File: src/rtl/snake_pkg.sv
// Shared types and constants for the snake motion engine: direction codes,
// grid geometry, FSM states and the segment position payload.
package snake_pkg;

  localparam int unsigned COORD_W = 6;
  localparam int unsigned GRID_W  = 64;
  localparam int unsigned GRID_H  = 48;
  localparam int unsigned START_X = 32;
  localparam int unsigned START_Y = 24;
  localparam int unsigned NSEG    = 4;

  typedef logic [COORD_W-1:0] coord_t;
  typedef logic [1:0]         dir_t;

  localparam dir_t DIR_UP    = 2'b00;
  localparam dir_t DIR_DOWN  = 2'b01;
  localparam dir_t DIR_LEFT  = 2'b10;
  localparam dir_t DIR_RIGHT = 2'b11;

  typedef enum logic [1:0] {
    IDLE = 2'd0,
    RUN  = 2'd1,
    DEAD = 2'd2
  } state_t;

  typedef struct packed {
    coord_t x;
    coord_t y;
  } pos_t;

  // Index 0 is the head, NSEG-1 the tail.
  typedef pos_t [NSEG-1:0] body_t;

  // Opposite pairs differ only in the low bit (up/down, left/right).
  function automatic dir_t opposite(input dir_t d);
    return d ^ 2'b01;
  endfunction

endpackage

File: src/rtl/snake_tick_gen.sv
// Movement tick counter: counts enabled cycles modulo TICK_DIV and flags the
// terminal count combinationally so the step lands on that same edge.
module snake_tick_gen #(
  parameter int unsigned TICK_DIV = 10_000_000
) (
  input  logic clk,
  input  logic rst,
  input  logic en,
  input  logic clr,
  output logic tc_c
);

  localparam int unsigned CNT_W = (TICK_DIV > 1) ? $clog2(TICK_DIV) : 1;
  localparam logic [CNT_W-1:0] LAST = CNT_W'(TICK_DIV - 1);

  logic [CNT_W-1:0] cnt_q;

  always_ff @(posedge clk or posedge rst) begin
    if (rst) begin
      cnt_q <= '0;
    end else if (clr) begin
      cnt_q <= '0;
    end else if (en) begin
      cnt_q <= (cnt_q == LAST) ? '0 : cnt_q + CNT_W'(1);
    end
  end

  assign tc_c = (cnt_q == LAST);

endmodule

File: src/rtl/snake_motion_engine.sv
// Snake body owner: FSM, direction filter and 4-segment shift register that
// feed registered segment cell coordinates to the renderer.
module snake_motion_engine
  import snake_pkg::*;
#(
  parameter int unsigned TICK_DIV = 10_000_000,
  parameter int unsigned GRID_W   = snake_pkg::GRID_W,
  parameter int unsigned GRID_H   = snake_pkg::GRID_H,
  parameter int unsigned START_X  = snake_pkg::START_X,
  parameter int unsigned START_Y  = snake_pkg::START_Y,
  parameter bit          WRAP     = 1'b1
) (
  input  logic               clk,
  input  logic               rst,
  input  logic               dir_valid,
  input  logic [1:0]         dir,
  input  logic               pause,
  input  logic               restart,
  output logic [COORD_W-1:0] Px1,
  output logic [COORD_W-1:0] Px2,
  output logic [COORD_W-1:0] Px3,
  output logic [COORD_W-1:0] Px4,
  output logic [COORD_W-1:0] Py1,
  output logic [COORD_W-1:0] Py2,
  output logic [COORD_W-1:0] Py3,
  output logic [COORD_W-1:0] Py4,
  output logic               step_pulse,
  output logic               crashed,
  output logic               running
);

  localparam coord_t X_MAX = COORD_W'(GRID_W - 1);
  localparam coord_t Y_MAX = COORD_W'(GRID_H - 1);

  function automatic body_t init_body();
    body_t b;
    for (int i = 0; i < int'(NSEG); i++) begin
      b[i].x = COORD_W'(int'(START_X) - i);
      b[i].y = COORD_W'(START_Y);
    end
    return b;
  endfunction

  state_t state_q, state_d;
  dir_t   cur_q, cur_d, pend_q, pend_d;
  body_t  body_q, body_d;
  logic   step_d;
  logic   tc_c, tick_en, tick_clr;
  logic   step_now, hit_wall;
  pos_t   head_nxt;
  dir_t   ref_dir;

  assign tick_en  = (state_q == RUN) && !pause;
  assign tick_clr = restart || (state_q != RUN);

  snake_tick_gen #(.TICK_DIV(TICK_DIV)) u_tick (
    .clk  (clk),
    .rst  (rst),
    .en   (tick_en),
    .clr  (tick_clr),
    .tc_c (tc_c)
  );

  // Next head cell in pend direction, with edge detection (compare-and-select).
  always_comb begin
    head_nxt = body_q[0];
    hit_wall = 1'b0;
    case (pend_q)
      DIR_UP: begin
        hit_wall   = (body_q[0].y == '0);
        head_nxt.y = hit_wall ? Y_MAX : body_q[0].y - COORD_W'(1);
      end
      DIR_DOWN: begin
        hit_wall   = (body_q[0].y == Y_MAX);
        head_nxt.y = hit_wall ? '0 : body_q[0].y + COORD_W'(1);
      end
      DIR_LEFT: begin
        hit_wall   = (body_q[0].x == '0);
        head_nxt.x = hit_wall ? X_MAX : body_q[0].x - COORD_W'(1);
      end
      default: begin
        hit_wall   = (body_q[0].x == X_MAX);
        head_nxt.x = hit_wall ? '0 : body_q[0].x + COORD_W'(1);
      end
    endcase
  end

  // FSM next-state, direction filter and body shift.
  always_comb begin
    state_d  = state_q;
    cur_d    = cur_q;
    pend_d   = pend_q;
    body_d   = body_q;
    step_d   = 1'b0;
    step_now = tc_c && !pause;
    ref_dir  = cur_q;
    if (restart) begin
      state_d = IDLE;
      cur_d   = DIR_RIGHT;
      pend_d  = DIR_RIGHT;
      body_d  = init_body();
    end else begin
      case (state_q)
        IDLE: begin
          if (dir_valid && (dir != opposite(cur_q))) begin
            pend_d  = dir;
            state_d = RUN;
          end
        end
        RUN: begin
          if (step_now) begin
            ref_dir = pend_q;
            if (hit_wall && !WRAP) begin
              state_d = DEAD;
            end else begin
              cur_d  = pend_q;
              body_d = {body_q[NSEG-2:0], head_nxt};
              step_d = 1'b1;
            end
          end
          if (dir_valid && (dir != opposite(ref_dir))) begin
            pend_d = dir;
          end
        end
        default: ;
      endcase
    end
  end

  always_ff @(posedge clk or posedge rst) begin
    if (rst) begin
      state_q    <= IDLE;
      cur_q      <= DIR_RIGHT;
      pend_q     <= DIR_RIGHT;
      body_q     <= init_body();
      step_pulse <= 1'b0;
      crashed    <= 1'b0;
      running    <= 1'b0;
    end else begin
      state_q    <= state_d;
      cur_q      <= cur_d;
      pend_q     <= pend_d;
      body_q     <= body_d;
      step_pulse <= step_d;
      crashed    <= (state_d == DEAD);
      running    <= (state_d == RUN);
    end
  end

  assign Px1 = body_q[0].x;
  assign Px2 = body_q[1].x;
  assign Px3 = body_q[2].x;
  assign Px4 = body_q[3].x;
  assign Py1 = body_q[0].y;
  assign Py2 = body_q[1].y;
  assign Py3 = body_q[2].y;
  assign Py4 = body_q[3].y;

endmodule
File: config.mk
export PLATFORM = sky130hd
export DESIGN_NAME = snake_motion_engine
export DESIGN_NICKNAME = d
export VERILOG_FILES = /design/src/rtl/snake_pkg.sv /design/src/rtl/snake_tick_gen.sv /design/src/rtl/snake_motion_engine.sv
export SDC_FILE = /design/constraint.sdc
export NUM_CORES = 1
export LEC_CHECK = 0
export CAP_MARGIN = 0
export CORE_ASPECT_RATIO = 0.75
export CORE_MARGIN = 4
export CORE_UTILIZATION = 59
export DETAILED_ROUTE_END_ITERATION = 8
export PLACE_DENSITY_LB_ADDON = 0.2
export SETUP_SLACK_MARGIN = 0.1
export SLEW_MARGIN = 30
export SYNTH_ARGS = -nofsm -noshare
export SYNTH_HDL_FRONTEND = slang
export SYNTH_SLANG_ARGS = --single-unit
File: constraint.sdc
create_clock -name clk -period 7.46 [get_ports clk]
set_input_delay 1.492 -clock clk [delete_from_list [all_inputs] [get_ports clk]]
set_output_delay 1.492 -clock clk [all_outputs]
set_load 0.05 [all_outputs]
# After elaboration in Yosys (flattened, before gate mapping)
# Cells that the tools add are included.
[totals]
regBits = 81
out_inout_bits = 51
input_bits = 7
[classes]
reduce_logical = 20
eq_ne = 14
add_sub_neg = 5
bitwise_logic = 2
n_mux = 26
[ops]
columns = ["op", "count"]
rows = [
  ["48-bit two-way mux", 3],
  ["24-bit two-way mux", 3],
  ["24-bit by 1-bit adder with 24-bit output, second input constant", 1],
  ["24-bit == test, second input constant", 1],
  ["6-bit two-way mux", 4],
  ["6-bit one-hot mux with 2 select lines", 2],
  ["2-bit two-way mux", 10],
  ["6-bit by 1-bit adder with 6-bit output, second input constant", 2],
  ["6-bit == test, second input constant", 2],
  ["6-bit zero test", 2],
  ["6-bit by 1-bit subtractor with 6-bit output, second input constant", 2],
  ["3-bit AND reduction", 3],
  ["2-bit by 1-bit == test with 1-bit output, second input constant", 3],
  ["2-bit nonzero test", 3],
  ["3-bit nonzero test", 2],
  ["2-bit == test, second input constant", 2],
  ["1-bit logical AND", 4],
  ["2-bit zero test", 2],
  ["2-bit by 1-bit != test with 1-bit output, second input constant", 2],
  ["2-bit != test", 2],
  ["2-bit one-hot mux with 2 select lines", 1],
  ["1-bit two-way mux", 3],
  ["3-bit by 2-bit != test with 1-bit output, second input constant", 1],
  ["3-bit != test, second input constant", 1],
  ["5 further kinds", 6],
]

# Logic depth before layout (Yosys ltp)
# Gate-level depths: netlist (run 1).
[logic_depth]
ltp_word = 11
ltp_mapped = 11
ltp_nobuf = 8

# Cells and area by module
# From an unflattened synthesis (run 1), not the netlist that was laid out.
[hier_totals]
cells_unflattened = 415
hier_area_um2 = 4175.3
[by_module_without_submodules]
columns = ["module", "instances", "cells_per_inst", "area_per_inst_um2", "seq_area_each_um2"]
rows = [
  ["snake_motion_engine", 1, 254, 2782.7, 1458.9],
  ["snake_tick_gen", 1, 161, 1392.6, 600.6],
]

# Least setup slack after synthesis (run 1)
# OpenSTA, ideal clock, no wires.
[synth_timing]
path_kind = "input -> register"
start = "input restart"
end = "register u_tick.cnt_q[15]"
setup_time_ps = 133
stages = 8
n_path_buf = 2
setup_slack_ps = 4637
arrival_time_ps = 2690
cell_sequence = "clkbuf_1 -> nand4bb_1 -> and3_1 -> clkbuf_1 -> nor2b_1 -> nand2_1 -> xor2_1 -> nor2_1"
[synth_via]
elab_chain_len = 2
[synth_lines]
columns = ["item", "line_no", "rtl"]
rows = [
  ["from (decl)", "snake_motion_engine.sv:18", "input logic restart,"],
  ["1-bit logical OR *", "snake_motion_engine.sv:54", "assign tick_clr = restart || (state_q != RUN);"],
  ["24-bit two-way mux / 2-bit nonzero test (equally long branches)", "--", ""],
  ["to (signal assigned)", "snake_tick_gen.sv:24", "cnt_q <= (cnt_q == LAST) ? '0 : cnt_q + CNT_W'(1);"],
  ["to (decl)", "snake_tick_gen.sv:16", "logic [CNT_W-1:0] cnt_q;"],
]
# Mark *: on every way between the ends. The rest lies on a longest branch, timed or not.
# A chain may end at the register's enable or synchronous reset.

# Worst setup path after layout (run 1)
[layout_timing]
start = "input restart"
end = "register u_tick.cnt_q[20]"
# The elaborated chain is that of the path after synthesis.

==> flow_metrics.env, run 1 <==
export IMPL_vias_per_cell=5.92
export IMPL_syn_area_um2=4270
export IMPL_num_vias=3738
export IMPL_synth_edff_count=0
export IMPL_drt_pass1_iter_count=5
export IMPL_maxSlewViolCount=0
export IMPL_hold_viol=0
export IMPL_crit_top_cell="nand3_1"
export IMPL_grt_pass1_wl_um=16600
export IMPL_syn_to_final_growth_pct=20.3
export IMPL_seq_area_frac_synth_pct=48.2
export IMPL_cts_buffer_depth=2
export IMPL_cp_num_buf_inv=2
export IMPL_avgSynthCellArea_um2=8.90
export IMPL_leakage_nw=2.12
export IMPL_multiInputGateArea_um2=2070
export IMPL_clk_latency_ns=0.35
export IMPL_routabilityCongestion=0.919
export IMPL_cap_violations=0
export IMPL_core_area_um2=6930
export IMPL_crit_fanout=55
export IMPL_clk_pin_slew_ns=0.09
export IMPL_port_buffers=57
export IMPL_cts_root_buffer="clkbuf_8"
export IMPL_track_usage_pct=24.1
export IMPL_netlist_instances=480
export IMPL_critPathKind="in -> reg"
export IMPL_p_sw_share_pct=25.8
export IMPL_drc=0
export IMPL_finalSetupTns_ns=0
export IMPL_crit_family="simple AND/OR/NAND/NOR gates"
export IMPL_ctsResizeCount=0
export IMPL_yosysWarnings=0
export IMPL_final_cell_mix="nand2_1, clkdlybuf4s50_1, dfrtp_1"
export IMPL_fmax_ghz=0.299
export IMPL_start_util_pct=61.7
export IMPL_grt_max_degree=56
export IMPL_grt_pass1_vias=3286
export IMPL_layout_commonest_cell="nand2_1"
export IMPL_worst_slack_ns=4.11
export IMPL_slowest_delay_ns=0.48
export IMPL_syn_num_nets=492
export IMPL_cts_setup_buffers=0
export IMPL_final_nets=540
export IMPL_ctsHoldBuffers=0
export IMPL_wl_per_cell_um=15.9
export IMPL_critPathCaptureType="flop"
export IMPL_drive_gt1_share_pct=11.1
export IMPL_cp_cell_sequence="clkdlybuf4s50_1 > buf_4 > nand4bb_1 > nand3_1 > nor2_1 > nand3_1 > nor3_1 > o22a_1"
export IMPL_startpoint_type="input pin"
export IMPL_p_int_mw=0.649
export IMPL_worstMarginPinSlew_ns=0.763
export IMPL_synthFlopType="dfrtp_1"
export IMPL_critPathArrivalTime_ns=3.64
export IMPL_antenna_found_initial=0
export IMPL_ys_ff_latch=81
export IMPL_max_slew_margin_pct=48.9
export IMPL_peakVddDrop_mv=0.136
export IMPL_dp_hpwl_um=6890
export IMPL_detail_route_antenna_nets=0
export IMPL_slowest_stage="clkdlybuf4s50_1"
export IMPL_cp_required_ns=7.75
export IMPL_power_density_nw_per_um2=170
export IMPL_finalSetupViolCount=0
export IMPL_cts_tree="built"
export IMPL_cp_num_cells=8
export IMPL_power_switching_mw=0.226
export IMPL_die_h_um=81.7
export IMPL_regArea_um2=2060
export IMPL_cts_sinks=81
export IMPL_run_status="finished clean"
export IMPL_min_period_over_period_pct=44.9
export IMPL_hp_class="reg -> reg"
export IMPL_fin_util_pct=74.2
export IMPL_wirelength_um=10000
export IMPL_antenna_cells=0
export IMPL_core_rowCount=26
export IMPL_pre_cts_slack_ns=3.79
export IMPL_reg2reg_depth=8
export IMPL_drt_initial_drc_count=324
export IMPL_cts_buffers=9
export IMPL_clkPwrFrac_pct=41.0
export IMPL_synth_cell_types=53
export IMPL_rsz0062_at_grt="no"
export IMPL_skew_ns=0.0154
export IMPL_die_area_um2=8680
export IMPL_power_share_sequential_pct=51.8
export IMPL_nFillCells=506
export IMPL_async_reset_ff_share_pct=100
export IMPL_whs_path_depth=1
export IMPL_die_width_um=106
export IMPL_cts_max_level=3
export IMPL_combPwrFrac_pct=7.3
export IMPL_fin_crit_ns=3.35
export IMPL_pin_count=58
export IMPL_grt_overflow=0
[sequential cells by signal, indices dropped and copies added (netlist names), 6 cells and up]
signal / count
Py3: 6
Py2: 6
Py1: 6
Px4: 6
Py4: 6
Px3: 6
Px2: 6
u_tick.cnt_q: 24
Px1: 6
[final timing paths]
kind | startpoint | endpoint | slack, ns
worst max-delay path | restart | u_tick.cnt_q[20]$_DFFE_PP0P_ | 4.11
worst min-delay path | u_tick.cnt_q[23]$_DFFE_PP0P_ | u_tick.cnt_q[23]$_DFFE_PP0P_ | 0.48
worst max register to register | u_tick.cnt_q[0]$_DFFE_PP0P_ | Py1[5]$_DFFE_PP0P_ | 4.51
worst min register to register | u_tick.cnt_q[23]$_DFFE_PP0P_ | u_tick.cnt_q[23]$_DFFE_PP0P_ | 0.48
max in group asynchronous | rst | cur_q[0]$_DFFE_PP1P_ | 5.17
min in group asynchronous | rst | Py4[0]$_DFFE_PP0P_ | 1.63
[kinds of logic (layout without fill, tap and decap cells)]
group                    after synthesis  count (layout)  synth area share [%]
adder cells (fa/ha/maj)                5               5                  1.46
flip-flops                            81              81                  48.2
XOR/XNOR                              18              18                  3.69
AO/OA/AOI/OAI                        100             100                  14.1
multiplexers                           2               2                 0.527
buffers and inverters                 36              89                  3.57
AND/OR/NAND/NOR                      238             238                  28.5
[stage by stage]
step	instance area, µm²	std cells	total power [mW]	hold slack [ns]
final	5140	631	0.875	0.480
after global routing	5140	631	0.908	0.519
after CTS	5140	631	0.880	0.481
after detailed placement	4910	615	0.523	0.467
after global placement	4890	614	0.520	0.463
after floorplan	4270	480	0.503	0.443
[layout make-up]
cell class	instances	area share [%]
multi-input cells	363	40.2
repair buffers	63	12.2
clock buffers	10	2.90
well taps	98	2.39
flip-flops and latches	81	40.1
clock inverters	6	1.48
inverters	10	0.754
[cells in the mapped netlist, types with 2 or more instances]
master | number | area, µm²
o21ai_0 | 28 | 140
nor3_1 | 9 | 45.0
clkbuf_1 | 16 | 60.1
and3_1 | 4 | 25.0
buf_4 | 2 | 15.0
nand3_1 | 19 | 95.1
nor2b_1 | 12 | 75.1
ha_1 | 5 | 62.6
o31ai_1 | 5 | 37.5
a21oi_1 | 36 | 180
o311a_1 | 2 | 20.0
o22ai_1 | 4 | 25.0
nand2b_1 | 9 | 56.3
a211o_1 | 4 | 35.0
and4bb_2 | 2 | 25.0
a31oi_1 | 2 | 12.5
nor3b_1 | 2 | 15.0
dfrtp_1 | 55 | 1380
o21ai_1 | 2 | 10.0
xnor2_1 | 5 | 43.8
dfstp_2 | 26 | 683
nand4_1 | 12 | 75.1
o211ai_1 | 2 | 15.0
buf_2 | 8 | 40.0
or4b_2 | 2 | 20.0
xor2_1 | 13 | 114
nor2_1 | 29 | 109
mux2_2 | 2 | 22.5
o32a_1 | 2 | 20.0
nand3b_1 | 19 | 143
nand2_1 | 101 | 379
a211oi_1 | 3 | 22.5
o21bai_1 | 2 | 15.0
nor4_1 | 4 | 25.0
inv_1 | 10 | 37.5
and4_1 | 2 | 17.5
or3_1 | 3 | 18.8
o21a_1 | 2 | 15.0
[per-layer routing]
| metal | wire length, µm | part of all wire [%] | GRT usage [%] |
|---|---|---|---|
| met5 | 0 | 0 | 0 |
| met4 | 112 | 1.1 | 6.60 |
| met3 | 834 | 8.3 | 4.95 |
| met1 | 4720 | 47 | 37.1 |
| met2 | 4330 | 43 | 34.7 |
[power by group through the flow]
stage | Clock, mW | Combinational [mW] | Sequential [mW]
6_report | 0.358 | 0.0636 | 0.453
5_1_grt | 0.384 | 0.0707 | 0.453
4_1_cts | 0.364 | 0.0631 | 0.452
3_5_place_dp | 0 | 0.0629 | 0.460
3_3_place_gp | 0 | 0.0598 | 0.460
2_1_floorplan | 0 | 0.0430 | 0.460
Power figures use the tool's default switching activity.
==> run 2, diff against run 1 <==
CORE_UTILIZATION = 55   (was 59)
clock period = 3.23 ns   (was 7.46 ns; I/O delays follow)
==> run 2 against run 1 <==
Net effect: final cell count is 0.95% higher; clock power is 95% higher; setup slack worse by 3.5 ns; clock-buffer cell count stayed put; critical path type is now reg -> reg; largest power group unchanged.
==> flow_metrics.env, run 2 (synthesis results as in run 1) <==
export IMPL_cts_setup_buffers=0
export IMPL_start_util_pct=57.5
export IMPL_critPathArrivalTime_ns=2.91
export IMPL_rrSetupSlack_ns=0.61
export IMPL_whs_path_depth=2
export IMPL_maxSlewViolCount=0
export IMPL_startpoint_type="flop"
export IMPL_skew_ns=0.0102
export IMPL_cts_root_buffer="clkbuf_8"
export IMPL_routabilityCongestion=0.887
export IMPL_grt_pass1_vias=3340
export IMPL_die_width_um=110
export IMPL_placed_cell_area_um2=4940
export IMPL_ctsHoldBuffers=0
export IMPL_cts_buffers=9
export IMPL_num_vias=3731
export IMPL_largest_register="u_tick.cnt_q"
export IMPL_drc=0
export IMPL_hp_class="reg -> reg"
export IMPL_worstReg2RegEnd="pend_q[0]$_DFFE_PP1P_"
export IMPL_final_nets=543
export IMPL_drt_pass1_iter_count=5
export IMPL_vias_per_cell=5.86
export IMPL_rsz0062_at_grt="no"
export IMPL_power_density_nw_per_um2=369
export IMPL_min_period_over_period_pct=81.1
export IMPL_dp_hpwl_um=7220
export IMPL_hold_viol=0
export IMPL_layout_commonest_cell="nand2_1"
export IMPL_crit_fanout=7
export IMPL_cp_required_ns=3.52
export IMPL_cts_tree="built"
export IMPL_critPathKind="reg -> reg"
export IMPL_min_to="Px4[4]$_DFFE_PP1P_"
export IMPL_worstMarginPinSlew_ns=0.714
export IMPL_drive_gt1_share_pct=11.4
export IMPL_cts_max_level=3
export IMPL_port_buffers=57
export IMPL_final_cell_area_um2=5120
export IMPL_wl_per_cell_um=16.0
export IMPL_die_h_um=84.3
export IMPL_pin_count=58
export IMPL_syn_to_final_growth_pct=19.9
export IMPL_core_rowCount=27
export IMPL_largest_reg_flops=24
export IMPL_die_area_um2=9260
export IMPL_cts_sinks=81
export IMPL_leakage_nw=2.10
export IMPL_grt_overflow=0
export IMPL_cts_buffer_depth=2
export IMPL_clk_pin_slew_ns=0.09
export IMPL_grt_max_degree=48
export IMPL_critPathCaptureType="flop"
export IMPL_wirelength_um=10200
export IMPL_cap_violations=0
export IMPL_max_slew_margin_pct=52.2
export IMPL_hp_start="Px4[4]$_DFFE_PP1P_"
export IMPL_core_area_um2=7430
export IMPL_fin_crit_ns=2.62
export IMPL_track_usage_pct=23.0
export IMPL_ctsResizeCount=0
export IMPL_clk_latency_ns=0.36
export IMPL_fmax_ghz=0.382
export IMPL_antenna_found_initial=0
export IMPL_final_cell_mix="nand2_1, clkdlybuf4s50_1, dfrtp_1"
export IMPL_reg2reg_depth=8
export IMPL_grt_pass1_wl_um=17100
export IMPL_run_status="finished clean"
export IMPL_finalSetupViolCount=0
export IMPL_finalSetupTns_ns=0
export IMPL_antenna_cells=0
export IMPL_drt_initial_drc_count=263
export IMPL_r2r_start="u_tick.cnt_q[0]$_DFFE_PP0P_"
export IMPL_detail_route_antenna_nets=0
export IMPL_peakVddDrop_mv=0.394
run 2: power breakdown:
| group | total, mW | internal [mW] | switching (mW) |
|---|---|---|---|
| Sequential | 1.04 | 1.03 | 0.0173 |
| Combinational | 0.146 | 0.0520 | 0.0940 |
| Clock | 0.698 | 0.306 | 0.392 |
| Total | 1.89 | 1.38 | 0.503 |
run 2: worst max-delay path, stage by stage, from the launching register on:
cell and delay (ns):
dfrtp_1 0.42, ha_1 0.19, and3_1 0.29, nand4b_1 0.30, buf_4 0.27, a2bb2oi_1 0.14, or2_0 0.25, or4b_1 0.53
o311a_1 0.15
run 2: through the flow:
| step | util, % | power, mW | hold WS, ns | setup slack (ns) | instances |
|---|---|---|---|---|---|
| floorplan | - | 1.16 | 0.443 | 0.547 | 480 |
| global placement | 66.4 | 1.21 | 0.469 | 0.592 | 621 |
| detailed placement | 66.4 | 1.21 | 0.481 | 0.482 | 621 |
| CTS | 68.9 | 1.91 | 0.494 | 0.627 | 637 |
| global route | 68.9 | 1.97 | 0.510 | 0.366 | 637 |
| finish | 68.9 | 1.89 | 0.490 | 0.611 | 637 |
run 2: cell type report:
class | instances | area, µm²
Tap cell | 101 | 126
Sequential cell | 81 | 2060
Clock inverter | 6 | 48.8
Clock buffer | 10 | 138
Inverter | 10 | 38.8
Fill cell | 591 | 2310
Multi-Input combinational cell | 363 | 2060
Timing Repair Buffer | 66 | 651
run 2: metal layers:
layer / GRT usage (%) / share of wire (%) / vias to the layer above
met5: 0 / 0 / -
met4: 5.55 / 0.48 / 0
met3: 5.07 / 8.0 / 7
met2: 31.5 / 43 / 140
met1: 36.8 / 49 / 1798
li1: - / - / 1786
run 2: worst max-delay path by stage:
stage                                      from                     to  slack, ns  cells after the start
floorplan                                   rst     Px1[0]$_DFFE_PP0P_       0.55                      1
global placement                         dir[0]  pend_q[0]$_DFFE_PP1P_       0.59                      8
detailed placement                        pause     Py2[0]$_DFFE_PP0P_       0.48                      8
CTS                 u_tick.cnt_q[0]$_DFFE_PP0P_     Py2[0]$_DFFE_PP0P_       0.63                      8
global route        u_tick.cnt_q[0]$_DFFE_PP0P_     Py2[0]$_DFFE_PP0P_       0.37                      8
finish              u_tick.cnt_q[0]$_DFFE_PP0P_  pend_q[0]$_DFFE_PP1P_       0.61                      8
